<file path="src/rtl/spi_slave_regif.sv">
// SPI mode-0 responder for the 56-bit management frame: rw | port | dev | reg | data.
// Oversamples the SPI pins in clk and turns each frame into one register write or read request.
`timescale 1ns/1ps
module spi_slave_regif #(
  parameter int         SYNC_STAGES = 2,
  parameter logic [4:0] DEV_ADDR    = 5'd0,
  parameter bit         MATCH_ALL   = 1'b0
) (
  input  logic        clk,
  input  logic        reset_n,
  input  logic        sck,
  input  logic        ssn,
  input  logic        mosi,
  output logic        miso,
  output logic        miso_oe,
  output logic [1:0]  port_no,
  output logic [15:0] reg_addr,
  output logic [4:0]  dev_addr_o,
  output logic        wr_en,
  output logic [31:0] wr_data,
  output logic        rd_req,
  input  logic [31:0] rd_data,
  input  logic        rd_ack,
  output logic        busy,
  output logic        frame_err,
  output logic        rd_late
);

  typedef enum logic [2:0] {S_IDLE, S_HDR, S_RDATA, S_WDATA, S_SKIP, S_END} state_t;
  state_t state_reg, state_next;

  logic [SYNC_STAGES-1:0] sck_sync_reg, sck_sync_next;
  logic [SYNC_STAGES-1:0] ssn_sync_reg, ssn_sync_next;
  logic [SYNC_STAGES-1:0] mosi_sync_reg, mosi_sync_next;
  logic sck_q_reg, ssn_q_reg, ssn_seen_reg;
  logic sck_s, ssn_s, mosi_s;
  logic sck_rise, sck_fall, ssn_rise;

  logic [5:0]  bit_cnt_reg;
  logic [23:0] hdr_reg;
  logic [23:0] hdr_full;
  logic [31:0] rd_buf_reg, tx_reg, tx_load, wr_data_reg;
  logic        rd_seen_reg, tx_loaded_reg;
  logic        miso_reg, miso_oe_reg, wr_en_reg, rd_req_reg;
  logic        busy_reg, frame_err_reg, rd_late_reg;
  logic [1:0]  port_no_reg;
  logic [15:0] reg_addr_reg;
  logic [4:0]  dev_addr_reg;
  logic        hdr_done, last_rise, addr_hit, in_frame, abort;

  genvar gi;
  generate
    for (gi = 0; gi < SYNC_STAGES; gi++) begin : g_sync
      if (gi == 0) begin : g_in
        assign sck_sync_next[gi]  = sck;
        assign ssn_sync_next[gi]  = ssn;
        assign mosi_sync_next[gi] = mosi;
      end else begin : g_chain
        assign sck_sync_next[gi]  = sck_sync_reg[gi-1];
        assign ssn_sync_next[gi]  = ssn_sync_reg[gi-1];
        assign mosi_sync_next[gi] = mosi_sync_reg[gi-1];
      end
    end
  endgenerate

  // ssn chain resets low so a frame in flight at reset cannot look like a fresh ssn-high
  always_ff @(posedge clk) begin
    if (!reset_n) begin
      sck_sync_reg  <= '0;
      ssn_sync_reg  <= '0;
      mosi_sync_reg <= '0;
      sck_q_reg     <= 1'b0;
      ssn_q_reg     <= 1'b0;
      ssn_seen_reg  <= 1'b0;
    end else begin
      sck_sync_reg  <= sck_sync_next;
      ssn_sync_reg  <= ssn_sync_next;
      mosi_sync_reg <= mosi_sync_next;
      sck_q_reg     <= sck_s;
      ssn_q_reg     <= ssn_s;
      if (ssn_s) ssn_seen_reg <= 1'b1;
    end
  end

  assign sck_s    = sck_sync_reg[SYNC_STAGES-1];
  assign ssn_s    = ssn_sync_reg[SYNC_STAGES-1];
  assign mosi_s   = mosi_sync_reg[SYNC_STAGES-1];
  assign sck_rise = sck_s & ~sck_q_reg;
  assign sck_fall = ~sck_s & sck_q_reg;
  assign ssn_rise = ssn_s & ~ssn_q_reg;

  assign hdr_full  = {hdr_reg[22:0], mosi_s};
  assign hdr_done  = sck_rise && (bit_cnt_reg == 6'd23);
  assign last_rise = sck_rise && (bit_cnt_reg == 6'd55);
  assign addr_hit  = MATCH_ALL || (hdr_full[20:16] == DEV_ADDR);
  assign in_frame  = (state_reg == S_HDR) || (state_reg == S_RDATA) ||
                     (state_reg == S_WDATA) || (state_reg == S_SKIP);
  // an ssn rise coinciding with the 56th sck rise completes the frame
  assign abort     = in_frame && ssn_rise && !last_rise;
  assign tx_load   = rd_ack ? rd_data : (rd_seen_reg ? rd_buf_reg : 32'd0);

  always_ff @(posedge clk) begin
    if (!reset_n) state_reg <= S_IDLE;
    else          state_reg <= state_next;
  end

  always_comb begin
    state_next = state_reg;
    case (state_reg)
      S_IDLE:  if (!ssn_s && ssn_seen_reg) state_next = S_HDR;
      S_HDR: begin
        if (abort)               state_next = S_IDLE;
        else if (hdr_done) begin
          if (!addr_hit)         state_next = S_SKIP;
          else if (hdr_full[23]) state_next = S_RDATA;
          else                   state_next = S_WDATA;
        end
      end
      S_RDATA, S_WDATA, S_SKIP: begin
        if (abort)          state_next = S_IDLE;
        else if (last_rise) state_next = S_END;
      end
      S_END:   if (ssn_s) state_next = S_IDLE;
      default: state_next = S_IDLE;
    endcase
  end

  always_ff @(posedge clk) begin
    if (!reset_n) begin
      bit_cnt_reg   <= '0;
      hdr_reg       <= '0;
      rd_buf_reg    <= '0;
      tx_reg        <= '0;
      wr_data_reg   <= '0;
      rd_seen_reg   <= 1'b0;
      tx_loaded_reg <= 1'b0;
      miso_reg      <= 1'b0;
      miso_oe_reg   <= 1'b0;
      wr_en_reg     <= 1'b0;
      rd_req_reg    <= 1'b0;
      busy_reg      <= 1'b0;
      frame_err_reg <= 1'b0;
      rd_late_reg   <= 1'b0;
      port_no_reg   <= '0;
      reg_addr_reg  <= '0;
      dev_addr_reg  <= '0;
    end else begin
      wr_en_reg     <= 1'b0;
      rd_req_reg    <= 1'b0;
      frame_err_reg <= 1'b0;
      rd_late_reg   <= 1'b0;
      busy_reg      <= (state_next != S_IDLE);

      if (state_reg == S_IDLE) begin
        bit_cnt_reg   <= '0;
        hdr_reg       <= '0;
        rd_seen_reg   <= 1'b0;
        tx_loaded_reg <= 1'b0;
        miso_reg      <= 1'b0;
        miso_oe_reg   <= 1'b0;
      end else if (sck_rise && (bit_cnt_reg != 6'd56)) begin
        bit_cnt_reg <= bit_cnt_reg + 6'd1;
      end

      case (state_reg)
        S_HDR: begin
          if (sck_rise) hdr_reg <= hdr_full;
          if (hdr_done) begin
            port_no_reg  <= hdr_full[22:21];
            dev_addr_reg <= hdr_full[20:16];
            reg_addr_reg <= hdr_full[15:0];
            if (addr_hit && hdr_full[23] && !abort) rd_req_reg <= 1'b1;
          end
        end
        S_RDATA: begin
          if (rd_ack && !tx_loaded_reg) begin
            rd_buf_reg  <= rd_data;
            rd_seen_reg <= 1'b1;
          end
          if (sck_fall) begin
            if (!tx_loaded_reg) begin
              tx_loaded_reg <= 1'b1;
              miso_oe_reg   <= 1'b1;
              tx_reg        <= tx_load;
              miso_reg      <= tx_load[31];
              if (!rd_seen_reg && !rd_ack) rd_late_reg <= 1'b1;
            end else begin
              tx_reg   <= {tx_reg[30:0], 1'b0};
              miso_reg <= tx_reg[30];
            end
          end
        end
        S_WDATA: begin
          if (sck_rise) begin
            wr_data_reg <= {wr_data_reg[30:0], mosi_s};
            if (last_rise) wr_en_reg <= 1'b1;
          end
        end
        S_END: begin
          if (ssn_s) begin
            miso_reg    <= 1'b0;
            miso_oe_reg <= 1'b0;
          end
        end
        default: ;
      endcase

      if (abort) begin
        frame_err_reg <= 1'b1;
        miso_reg      <= 1'b0;
        miso_oe_reg   <= 1'b0;
      end
    end
  end

  assign miso       = miso_reg;
  assign miso_oe    = miso_oe_reg;
  assign port_no    = port_no_reg;
  assign reg_addr   = reg_addr_reg;
  assign dev_addr_o = dev_addr_reg;
  assign wr_en      = wr_en_reg;
  assign wr_data    = wr_data_reg;
  assign rd_req     = rd_req_reg;
  assign busy       = busy_reg;
  assign frame_err  = frame_err_reg;
  assign rd_late    = rd_late_reg;

endmodule

</file>
<file path="config.mk">
export PLATFORM = sky130hd
export DESIGN_NAME = spi_slave_regif
export DESIGN_NICKNAME = d
export VERILOG_FILES = /design/src/rtl/spi_slave_regif.sv
export SDC_FILE = /design/constraint.sdc
export NUM_CORES = 1
export LEC_CHECK = 0
export BUFFER_PORTS_ARGS = -buffer_cell sky130_fd_sc_hd__buf_4
export CAP_MARGIN = 10
export CORE_MARGIN = 1.5
export CORE_UTILIZATION = 35
export DETAILED_ROUTE_END_ITERATION = 8
export PLACE_DENSITY = 0.56
export SLEW_MARGIN = 20
export SYNTH_ARGS = -nofsm -noshare
export SYNTH_HDL_FRONTEND = slang
export SYNTH_SLANG_ARGS = --single-unit
</file>
<file path="constraint.sdc">
create_clock -name clk -period 3.65 [get_ports clk]
set_input_delay 0.1825 -clock clk [delete_from_list [all_inputs] [get_ports clk]]
set_output_delay 0.1825 -clock clk [all_outputs]
set_load 0.02 [all_outputs]
</file>
# Yosys cells after proc, flatten, opt, wreduce, memory -nomap -nowiden
# Index checks and enable logic that the tools add are counted.
[op_classes]
n_mul = 0
eq_ne = 8
addsub = 1
mux = 36
order_cmp = 0
n_reduce_logical = 32
bitwise = 9
div = 0
shifts = 0
[ops]
columns = ["operator", "count"]
rows = [
  ["24-bit 2-to-1 mux", 3],
  ["32-bit 2-to-1 mux", 2],
  ["31-bit 2-to-1 mux", 1],
  ["3-bit 2-to-1 mux", 7],
  ["1-bit 2-to-1 mux", 20],
  ["3-bit one-hot mux with 4 select lines", 1],
  ["1-bit logical AND", 10],
  ["2-bit AND reduction", 4],
  ["6-bit by 1-bit adder with 6-bit output (second input constant)", 1],
  ["3-bit by 2-bit == test with 1-bit output (second input constant)", 2],
  ["3-bit == test (second input constant)", 2],
  ["6-bit by 5-bit == test with 1-bit output (second input constant)", 1],
  ["6-bit == test (second input constant)", 1],
  ["1-bit zero test", 6],
  ["6-bit != test (second input constant)", 1],
  ["1-bit inverter", 6],
  ["3-bit AND reduction", 2],
  ["5-bit zero test", 1],
  ["1-bit one-hot mux with 2 select lines", 2],
  ["2-bit OR reduction", 2],
  ["4-bit OR reduction", 1],
  ["1-bit bitwise AND", 3],
  ["3-bit by 1-bit == test with 1-bit output (second input constant)", 1],
  ["3-bit zero test", 1],
  ["other kinds (3)", 5],
]
[word_totals]
reg_bits = 169
mem_bits_rw = 0
latch_bits = 0
out_inout_bits = 62
mem_count = 0
wordCells = 110
mem_bits_ro = 0
input_bits = 38

# Logic depth before layout (Yosys ltp)
[logic_depth]
ltp_word = 9
depth_mapped = 7
ltp_nobuf = 6

# Least setup slack after synthesis
# No wires, ideal clock.
[synth_path]
path_kind = "register -> register"
start = "reg bit_cnt_reg[0]"
end = "reg reg_addr_reg[7], in the netlist reg_addr[7]"
slack_ns = 1.781
setup_time_ns = 0.128
n_path_buf = 1
period_less_slack_ns = 1.869
stages_incl_launch_ff = 7
required_ns = 3.522
t_arrival_ns = 1.741
cell_sequence = "dfxtp_1 > ha_1 > nand4b_1 > nor4_4 > buf_6 > mux2i_1 > nor2_1"
[synth_via]
elab_chain_len = 3
[synth_lines]
columns = ["item", "line", "text"]
rows = [
  ["from (decl)", "39", "logic [5:0] bit_cnt_reg;"],
  ["from (signal assigned)", "162", "bit_cnt_reg <= bit_cnt_reg + 6'd1;"],
  ["6-bit by 5-bit == test with 1-bit output", "93", "assign hdr_done = sck_rise && (bit_cnt_reg == 6'd23);"],
  ["1-bit logical AND", "93", ""],
  ["2-bit AND reduction (no source line)", "--", ""],
  ["to (signal assigned)", "171", "reg_addr_reg <= hdr_full[15:0];"],
  ["to (decl)", "47", "logic [15:0] reg_addr_reg;"],
]
# Every way passes these cells.
# A chain may end at the register's enable or synchronous reset.

# Final worst setup path
[layout_path]
start = "reg state_reg[1]"
end = "reg miso_reg, in the netlist miso"
[layout_via]
elab_chain_len = 7
elab_cells_between_ends = 16
classes_between = "eq/ne (5); mux (4); reduce/logical (7)"
[layout_lines]
columns = ["item", "line", "text"]
rows = [
  ["from (decl)", "30", "state_t state_reg, state_next;"],
  ["from (signal assigned)", "104", "else state_reg <= state_next;"],
  ["3-bit by 1-bit == test with 1-bit output / 3-bit by 2-bit == test with 1-bit output (equally long branches)", "96, 165", ""],
  ["1-bit logical OR (2 in a row)", "96", "assign in_frame = (state_reg == S_HDR) || (state_reg == S_RDATA) ||"],
  ["1-bit logical OR", "97", "(state_reg == S_WDATA) || (state_reg == S_SKIP);"],
  ["1-bit logical AND (2 in a row)", "99", "assign abort = in_frame && ssn_rise && !last_rise;"],
  ["2-bit OR reduction (no source line)", "--", ""],
  ["to (signal assigned)", "185", "miso_reg <= tx_load[31];"],
  ["to (signal assigned)", "189", "miso_reg <= tx_reg[30];"],
  ["to (decl)", "44", "logic miso_reg, miso_oe_reg, wr_en_reg, rd_req_reg;"],
]
# Several ways; a longest one is shown, not always the timed one.

==> impl_metrics.py <==
metrics = {
    "global_route": {
        "grt-ovfl-total": 0,
        "grt_max_degree": 68,
        "antenna_found_initial": 0,
        "grt_pass1_vias": 5313,
        "grt_pass1_wl_mm": 27.2,
        "grtUsageTotal": 0.166,
    },
    "logic_synthesis": {
        "yosys.area.top_type": "dfxtp_1",
        "ys_seq_area_frac": 0.491,
        "synth_top_area_frac": 0.491,
        "synth-edff-count": 0,
        "syn_inst": 869,
        "syn_area_per_cell_um2": 7.88,
        "synth-async-reset-ratio": 0,
        "ys_seq_elements": 168,
        "netlist_area_um2": 6850,
        "synth_cell_types": 48,
        "syn-num-nets": 909,
        "ys_warn_count": 0,
        "ys_top_cells_by_area": "dfxtp_1, nand2_1, a21oi_1, mux2i_1, nand2b_1",
        "synth_flop_cell": "dfxtp_1",
    },
    "drt": {
        "first_pass_iters": 5,
        "routed_wl_mm": 16.5,
        "vias": 5809,
        "ant_nets": 0,
        "vias_per_cell": 4.79,
        "drt_iter0_drc": 246,
        "drc": 0,
        "wl_per_cell_um": 13.6,
    },
    "final_layout": {
        "layout_commonest_cell": "nand2_1",
        "layout-drive-gt1-share": 0.159,
        "layout_common_cells": "nand2_1, dfxtp_1, a21oi_1",
        "fin_util": 0.446,
        "diodes": 0,
        "final_nets": 979,
        "area_growth_pct": 23.3,
    },
    "power": {
        "switchingPower_w": 0.000849,
        "pwr-share-comb": 0.033,
        "pwr_density_cell_nw_per_um2": 449,
        "p_clk_frac": 0.481,
        "intPower_w": 0.00295,
        "leakage_nw": 2.86,
        "pwr-share-seq": 0.485,
        "sw_frac_of_total": 0.223,
        "peakVddDrop_mv": 0.316,
    },
    "die": {
        "die_w_um": 143,
        "ios": 100,
        "num_rows": 50,
        "coreArea_um2": 19000,
        "dieArea_um2": 20400,
        "start_util": 0.361,
        "die_h_um": 143,
    },
    "clock_network": {
        "root_buffer": "clkbuf_16",
        "clk_pin_slew_ns": 0.07,
        "cts_tree": "built",
        "cts_buffers": 17,
        "clock_path_buffers": 2,
        "cts_resized": 0,
        "cts.sink_count": 168,
        "cts-hold-fix-buffers": 7,
        "htreeDepth": 4,
        "clk_latency_ns": 0.42,
        "post_cts_buffers": 0,
    },
    "placed_design": {
        "dp_hpwl_mm": 10.0,
        "numPortBuffers": 99,
        "place_congestion": 0.735,
    },
    "setup_path": {
        "worst-setup-path-type": "reg -> reg",
        "cp_max_fo": 31,
        "startpoint_type": "flip-flop",
        "r2r_cells": 4,
        "crit_path_end_kind": "flip-flop",
        "crit_required_ns": 4.00,
        "arrival_ns": 2.64,
    },
    "timing": {
        "min_period_ns": 2.29,
        "worstMarginPinSlew_ns": 0.850,
        "maxSlewHeadroom": 0.433,
        "setup_viol": 0,
        "finalHoldViolCount": 0,
        "slew_viol_final": 0,
        "timing.hold.ws_ns": 0.0164,
        "setup_tns_ns": 0,
        "rsz0062_at_grt": "no",
        "fmax_mhz": 438,
        "finalCritPeriodShare": 0.626,
        "clock_skew_ns": 0.0104,
    },
    "worst_hold_path": {
        "min_path_cells": 3,
        "min_path_type": "in -> reg",
    },
    "run": {
        "cap_violations": 0,
    },
    "status": {
        "status": "complete, no violations",
    },
}
-- metrics by stage --
| step | power, W | instances | setup slack [ns] | instance area, um^2 |
|---|---|---|---|---|
| after detailed placement | 0.00201 | 1171 | 1.25 | 7760 |
| after global routing | 0.00394 | 1212 | 1.18 | 8450 |
| after floorplan | 0.00195 | 869 | 1.78 | 6850 |
| final | 0.00380 | 1212 | 1.36 | 8450 |
| after CTS | 0.00385 | 1210 | 1.23 | 8430 |
| after global placement | 0.00201 | 1171 | 1.24 | 7760 |
-- worst paths after layout --
check,end,start,slack [ns]
hold reg to reg,mosi_sync_reg[1],mosi_sync_reg[0],0.43
setup / recovery,miso,state_reg[1],1.36
hold / removal,rd_buf_reg[22],rd_data[22],0.02
setup reg to reg,miso,state_reg[1],1.36
-- power by group through the flow --
stage	clock (W)	sequential, W	combinational, W
finish	0.00183	0.00184	0.000127
global route	0.00195	0.00184	0.000141
CTS	0.00188	0.00184	0.000128
detailed placement	0	0.00188	0.000121
global placement	0	0.00189	0.000122
floorplan	0	0.00188	0.0000640
-- cells by family (layout without fill, tap and decap cells) --
logic type | Yosys count | in the layout | synth area share
XOR/XNOR | 3 | 3 | 0.00384
flip-flops | 168 | 168 | 0.491
AND/OR/NAND/NOR | 389 | 389 | 0.251
multiplexers | 25 | 25 | 0.0365
AO/OA/AOI/OAI | 207 | 207 | 0.170
adder cells (fa/ha/maj) | 2 | 2 | 0.00365
buffers and inverters | 75 | 158 | 0.0442
-- metal layers --
layer | global-route usage | part of all wire
met1 | 0.225 | 0.50
met2 | 0.252 | 0.43
met3 | 0.0590 | 0.063
met4 | 0.0407 | 0.0065
met5 | 0 | 0
-- critical path, stage by stage, from the launching register on --
cell and delay [ns]:
dfxtp_1 0.54, nor2b_1 0.38, or3b_2 0.79, o32a_1 0.44, nor2_1 0.07
-- synthesized netlist by cell type (2+ instances only) --
master / instances
a21oi_1: 125
a311oi_1: 2
and2_1: 9
and3_1: 2
buf_1: 5
buf_2: 5
buf_6: 2
clkbuf_1: 59
dfxtp_1: 168
ha_1: 2
inv_1: 4
mux2i_1: 25
nand2_1: 252
nand2b_1: 36
nand3_1: 27
nand3b_1: 2
nand4b_1: 2
nor2_1: 38
nor2b_1: 3
nor3_1: 4
o211ai_1: 30
o21ai_0: 35
o31a_1: 3
or3_1: 4
xnor2_1: 2
-- cell type report --
cell class                      count  area [um^2]
Clock buffer                       21          460
Clock inverter                     11          138
Fill cell                        1938        10500
Inverter                            4         17.5
Multi-Input combinational cell    626         3210
Sequential cell                   168         3360
Tap cell                          260          325
Timing Repair Buffer              122          938
Note: power is estimated with default switching activity, not from simulation.
